$ cat config.mk
export PLATFORM = sky130hd
export DESIGN_NAME = ramen_countdown
export DESIGN_NICKNAME = d
export VERILOG_FILES = /design/src/rtl/ramen_countdown_pkg.sv /design/src/rtl/ramen_countdown_seg7.sv /design/src/rtl/ramen_countdown.sv
export SDC_FILE = /design/constraint.sdc
export NUM_CORES = 1
export LEC_CHECK = 0
export CAP_MARGIN = 20
export CORE_ASPECT_RATIO = 0.5
export CORE_MARGIN = 1
export CORE_UTILIZATION = 35
export DETAILED_ROUTE_END_ITERATION = 12
export PLACE_DENSITY_LB_ADDON = 0.05
export SYNTH_ARGS = -nofsm -noshare
export SYNTH_HDL_FRONTEND = slang
export SYNTH_HIERARCHICAL = 1
export SYNTH_SLANG_ARGS = --single-unit
$ cat constraint.sdc
create_clock -name clk -period 8.1 [get_ports clk]
set_input_delay 1.62 -clock clk [delete_from_list [all_inputs] [get_ports clk]]
set_output_delay 1.62 -clock clk [all_outputs]
set_load 0.1 [all_outputs]
$ cat src/rtl/ramen_countdown_pkg.sv
// Shared types and constants for the ramen countdown timer.
package ramen_countdown_pkg;

    typedef enum logic [1:0] {
        S_IDLE,
        S_RUN,
        S_PAUSE,
        S_ALARM
    } state_t;

    typedef logic [3:0] bcd_t;

    typedef struct packed {
        bcd_t min_t;
        bcd_t min_o;
        bcd_t sec_t;
        bcd_t sec_o;
    } time_t;

    // Active-low segment patterns, bit order gfedcba.
    localparam logic [6:0] SEG_0     = 7'h40;
    localparam logic [6:0] SEG_1     = 7'h79;
    localparam logic [6:0] SEG_2     = 7'h24;
    localparam logic [6:0] SEG_3     = 7'h30;
    localparam logic [6:0] SEG_4     = 7'h19;
    localparam logic [6:0] SEG_5     = 7'h12;
    localparam logic [6:0] SEG_6     = 7'h02;
    localparam logic [6:0] SEG_7     = 7'h78;
    localparam logic [6:0] SEG_8     = 7'h00;
    localparam logic [6:0] SEG_9     = 7'h10;
    localparam logic [6:0] SEG_BLANK = 7'h7F;

    function automatic time_t time_from_min(input int unsigned m);
        time_t t;
        t.min_t = 4'(m / 10);
        t.min_o = 4'(m % 10);
        t.sec_t = '0;
        t.sec_o = '0;
        return t;
    endfunction

endpackage

$ cat src/rtl/ramen_countdown_seg7.sv
// BCD digit to active-low 7-segment pattern with decimal point and blanking.
module seg7_encode
    import ramen_countdown_pkg::*;
(
    input  bcd_t       i_digit,
    input  logic       i_dp,
    input  logic       i_blank,
    output logic [7:0] o_seg
);

    logic [6:0] w_pat;

    always_comb begin
        w_pat = SEG_BLANK;
        case (i_digit)
            4'd0: w_pat = SEG_0;
            4'd1: w_pat = SEG_1;
            4'd2: w_pat = SEG_2;
            4'd3: w_pat = SEG_3;
            4'd4: w_pat = SEG_4;
            4'd5: w_pat = SEG_5;
            4'd6: w_pat = SEG_6;
            4'd7: w_pat = SEG_7;
            4'd8: w_pat = SEG_8;
            4'd9: w_pat = SEG_9;
            default: w_pat = SEG_BLANK;
        endcase
        o_seg = i_blank ? 8'hFF : {~i_dp, w_pat};
    end

endmodule

$ cat src/rtl/ramen_countdown.sv
// Kitchen countdown timer: MM:SS BCD time, button set-up, run/pause, blinking alarm.
module ramen_countdown
    import ramen_countdown_pkg::*;
#(
    parameter int unsigned DEFAULT_MIN = 3,
    parameter int unsigned ALARM_SECS  = 10
) (
    input  logic            clk,
    input  logic            rst,
    input  logic            tick_1s,
    input  logic            btn_min,
    input  logic            btn_sec,
    input  logic            btn_start,
    input  logic            btn_clr,
    output logic [3:0][7:0] hex_7seg,
    output logic            running,
    output logic            alarm
);

    localparam time_t      DEFAULT_TIME = time_from_min(DEFAULT_MIN);
    localparam logic [7:0] ALARM_LAST   = 8'(ALARM_SECS - 1);

    state_t     r_state,     w_state_nxt;
    time_t      r_time,      w_time_nxt;
    time_t      r_preset,    w_preset_nxt;
    logic [7:0] r_alarm_cnt, w_alarm_cnt_nxt;
    logic       r_blink,     w_blink_nxt;
    time_t      w_time_dec;
    logic       w_blank;

    function automatic logic [7:0] inc59(input logic [7:0] f);
        if (f == 8'h59)      return 8'h00;
        if (f[3:0] == 4'd9)  return {f[7:4] + 4'd1, 4'd0};
        return {f[7:4], f[3:0] + 4'd1};
    endfunction

    function automatic time_t dec_time(input time_t t);
        time_t d;
        d = t;
        if (t.sec_o != 4'd0) begin
            d.sec_o = t.sec_o - 4'd1;
        end else begin
            d.sec_o = 4'd9;
            if (t.sec_t != 4'd0) begin
                d.sec_t = t.sec_t - 4'd1;
            end else begin
                d.sec_t = 4'd5;
                if (t.min_o != 4'd0) begin
                    d.min_o = t.min_o - 4'd1;
                end else begin
                    d.min_o = 4'd9;
                    d.min_t = t.min_t - 4'd1;
                end
            end
        end
        return d;
    endfunction

    assign w_time_dec = dec_time(r_time);
    assign w_blank    = (r_state == S_ALARM) && r_blink;

    always_ff @(posedge clk or posedge rst) begin
        if (rst) begin
            r_state     <= S_IDLE;
            r_time      <= DEFAULT_TIME;
            r_preset    <= DEFAULT_TIME;
            r_alarm_cnt <= '0;
            r_blink     <= 1'b0;
        end else begin
            r_state     <= w_state_nxt;
            r_time      <= w_time_nxt;
            r_preset    <= w_preset_nxt;
            r_alarm_cnt <= w_alarm_cnt_nxt;
            r_blink     <= w_blink_nxt;
        end
    end

    always_comb begin
        w_state_nxt     = r_state;
        w_time_nxt      = r_time;
        w_preset_nxt    = r_preset;
        w_alarm_cnt_nxt = r_alarm_cnt;
        w_blink_nxt     = r_blink;
        running         = (r_state == S_RUN);
        alarm           = (r_state == S_ALARM);

        if (btn_clr) begin
            w_state_nxt     = S_IDLE;
            w_time_nxt      = DEFAULT_TIME;
            w_preset_nxt    = DEFAULT_TIME;
            w_alarm_cnt_nxt = '0;
            w_blink_nxt     = 1'b0;
        end else begin
            case (r_state)
                S_IDLE: begin
                    // A start press at 00:00 is ignored but still outranks min/sec.
                    if (btn_start) begin
                        if (r_time != '0) begin
                            w_state_nxt  = S_RUN;
                            w_preset_nxt = r_time;
                        end
                    end else if (btn_min) begin
                        {w_time_nxt.min_t, w_time_nxt.min_o} = inc59({r_time.min_t, r_time.min_o});
                    end else if (btn_sec) begin
                        {w_time_nxt.sec_t, w_time_nxt.sec_o} = inc59({r_time.sec_t, r_time.sec_o});
                    end
                end
                S_RUN: begin
                    if (btn_start) begin
                        w_state_nxt = S_PAUSE;
                    end else if (tick_1s) begin
                        w_time_nxt = w_time_dec;
                        if (w_time_dec == '0) begin
                            w_state_nxt     = S_ALARM;
                            w_alarm_cnt_nxt = '0;
                            w_blink_nxt     = 1'b0;
                        end
                    end
                end
                S_PAUSE: begin
                    if (btn_start) w_state_nxt = S_RUN;
                end
                S_ALARM: begin
                    if (btn_start || (tick_1s && r_alarm_cnt == ALARM_LAST)) begin
                        w_state_nxt     = S_IDLE;
                        w_time_nxt      = r_preset;
                        w_alarm_cnt_nxt = '0;
                        w_blink_nxt     = 1'b0;
                    end else if (tick_1s) begin
                        w_alarm_cnt_nxt = r_alarm_cnt + 8'd1;
                        w_blink_nxt     = ~r_blink;
                    end
                end
                default: w_state_nxt = S_IDLE;
            endcase
        end
    end

    for (genvar gi = 0; gi < 4; gi++) begin : g_seg
        seg7_encode u_seg (
            .i_digit (r_time[4*gi +: 4]),
            .i_dp    (gi == 2),
            .i_blank (w_blank),
            .o_seg   (hex_7seg[gi])
        );
    end

endmodule

==> results.toml <==
[setup_path]
crit_fanout = 21
ff2ff_path_depth = 8
worst_r2r_startpoint = "r_time[1]$_DFFE_PP0P_"
cp.depth = 7
start_kind = "flop"
r2r-end = "r_alarm_cnt[1]$_DFFE_PP0P_"
worst-path-buf-inv = 3
critPathMaxStageDelay_ns = 1.15
crit_path_end = "hex_7seg[16]"
path_cells = "ha_1, buf_4, and2_1, buf_4, nor2_1, a21oi_1, clkdlybuf4s50_1"
required_ns = 6.48
end_kind = "primary output"
arrival_ns = 3.58
cp_slowest_cell = "clkdlybuf4s50_1"
cpMostUsedCell = "buf_4"
r2r_slack_ns = 4.69
cp-startpoint = "r_state[0]$_DFFE_PP0P_"
critPathKind = "reg -> out"
cp_top_family = "buffers and inverters"

[drt]
vias = 3841
drc = 0
viasPerCell = 5.417
ant_nets = 0
avgRoutedWirePerCell_um = 16.96
wl_mm = 12.03
dr.pass1.iters = 5
drt_iter0_drc = 322

[hold_path]
min_path_type = "reg -> reg"

[cells_and_area]
nets = 591
design_area_mm2 = 0.005020
fillers = 1222
num_antenna_cells = 0
final_common_cell = "nand2_1"
multi_input_area_mm2 = 0.002999
area.growth.synth_to_final_pct = 15.09
seq_area_mm2 = 0.001081
final_cell_mix = "nand2_1, a21oi_1, ha_1, dfrtp_1, clkdlybuf4s50_1"
drive_gt1_frac = 0.1085

[floorplanning]
ios = 41
die_h_um = 80.94
die_area_mm2 = 0.01294
rows = 28
die_x_um = 159.9
start_util = 0.3640
coreArea_mm2 = 0.01198

[placed_design]
dpl_cell_area_mm2 = 0.004826
gp_congestion = 0.7902
dp_slack_ns = 3.213
numPortBuffers = 37
dp_hpwl_mm = 8.434

[clock_tree]
ctsHoldBuffers = 0
postCtsSetupBuffers = 0
clockBufferDepth = 2
insertion_delay_ns = 0.28
cts_resized = 0
cts_tree = "done"
numCtsBuffers = 5
root_buffer = "clkbuf_16"
path_clk_slew_ns = 0.06
clkSinkCount = 43
cts_max_level = 2

[synth]
synthCells = 517
syn-cell-area_mm2 = 0.004362
yosysSeqAreaShare = 0.2478
synth-seq-cells = 43
synth-edff-count = 0
ys_types = 77
ys_warn_count = 6
avgSynthCellArea_um2 = 8.437
ys_async_sr_fraction = 1.000
synth_ff_type = "dfrtp_1"

[global_route]
antenna_found_initial = 0
grt_first_pass_wirelength_mm = 20.08
met3_usage = 0.03064
grt_start_max_net_pins = 44
busiest_layer = "met1"
grt_use_met2 = 0.2782
grt_use_met1 = 0.3036
globalRouteTotalUtil = 0.1940
grt_pass1_vias = 3603
grt_overflow = 0

[timing]
fmax_ghz = 0.1925
setup_viol = 0
fin_skew_ns = 0.003412
post-route-min-period_ns = 5.196
slew_headroom = 0.3118
tightest_slew_ns = 1.037
final.setup.worst_slack_ns = 2.904
slew_viol_final = 0
fin_crit_sh = 0.6415
rsz0062_at_grt = "no"
hold_violations = 0
fin_tns_setup_ns = 0

[run]
drv_cap = 0

[status]
status = "completed"
per-layer routing:
layer	up-vias	share of wire
li1	1946	-
met1	1802	0.57
met2	91	0.39
met3	2	0.042
met4	0	0.0022
met5	-	0
synth_stat cells, types with 3 or more instances:
| cell type | instances | share of area |
|---|---|---|
| a221oi_1 | 4 | 0.0080 |
| o22ai_1 | 6 | 0.0086 |
| a21o_1 | 5 | 0.0086 |
| nand2b_1 | 16 | 0.023 |
| nor2b_1 | 6 | 0.0086 |
| o31ai_1 | 28 | 0.048 |
| nand2_1 | 50 | 0.043 |
| nand3b_1 | 7 | 0.012 |
| dfstp_2 | 4 | 0.024 |
| mux2i_1 | 7 | 0.016 |
| nand2b_4 | 5 | 0.016 |
| a41oi_1 | 3 | 0.0060 |
| dfrtp_1 | 39 | 0.22 |
| o21bai_1 | 7 | 0.012 |
| nor3b_1 | 5 | 0.0086 |
| or2_2 | 3 | 0.0043 |
| a222oi_1 | 4 | 0.0092 |
| nor3_1 | 4 | 0.0046 |
| nor3b_2 | 8 | 0.023 |
| o21ai_1 | 10 | 0.011 |
| nor3_2 | 4 | 0.0092 |
| ha_1 | 41 | 0.12 |
| xor2_1 | 6 | 0.012 |
| o21ai_0 | 29 | 0.033 |
| nor2_1 | 24 | 0.021 |
| o211ai_1 | 3 | 0.0052 |
| nand3_1 | 15 | 0.017 |
| buf_2 | 6 | 0.0069 |
| nor4_1 | 5 | 0.0072 |
| a21oi_1 | 47 | 0.054 |
| inv_1 | 35 | 0.030 |
| clkbuf_1 | 12 | 0.010 |
| buf_6 | 7 | 0.018 |
sequential cells by signal (all words and copies together) (netlist names):
signal	count
r_time	16
r_preset	16
r_state	2
r_alarm_cnt	8
r_blink	1
tightest hold or removal path, cell delays in order, from the launching register on:
cell and delay (ns):
dfstp_2 0.37, nand2_1 0.04, o21ai_0 0.06
metrics by stage:
stage / hold slack [ns] / cells / utilization
2_1_floorplan: 0.4430 / 519 / -
3_3_place_gp: 0.4638 / 700 / 0.4028
3_5_place_dp: 0.4669 / 700 / 0.4028
4_1_cts: 0.4823 / 708 / 0.4173
5_1_grt: 0.4917 / 709 / 0.4190
6_report: 0.4779 / 709 / 0.4190
worst min path at each step:
stage,startpoint,end,slack [ns],cells after the start
finish,r_preset[8]$_DFFE_PP1P_,r_preset[8]$_DFFE_PP1P_,0.48,2
floorplan,r_blink$_DFFE_PP0P_,r_blink$_DFFE_PP0P_,0.44,1
CTS,r_preset[12]$_DFFE_PP0P_,r_preset[12]$_DFFE_PP0P_,0.48,2
global route,r_preset[8]$_DFFE_PP1P_,r_preset[8]$_DFFE_PP1P_,0.49,2
global placement,r_preset[12]$_DFFE_PP0P_,r_preset[12]$_DFFE_PP0P_,0.46,2
detailed placement,r_preset[4]$_DFFE_PP0P_,r_preset[4]$_DFFE_PP0P_,0.47,2
cells by family (layout without fill, tap and decap cells):
logic type,Yosys count,count (layout),synth area share
flip-flops,43,43,0.2478
multiplexers,10,10,0.02381
buffers and inverters,61,86,0.06627
adder cells (fa/ha/maj),41,41,0.1176
XOR/XNOR,8,8,0.01606
AO/OA/AOI/OAI,177,177,0.2786
other,2,4,0.001722
AND/OR/NAND/NOR,175,175,0.2481
area by class of cell:
type,instances,share of cell area
well taps,165,0.04113
clock inverters,2,0.006979
multi-input cells,415,0.5975
flip-flops and latches,43,0.2154
repair buffers,43,0.08524
clock buffers,6,0.02767
inverters,35,0.02617
Power is not shown: default switching activity piles up to over one toggle a cycle in this logic, so the estimate is an artifact.
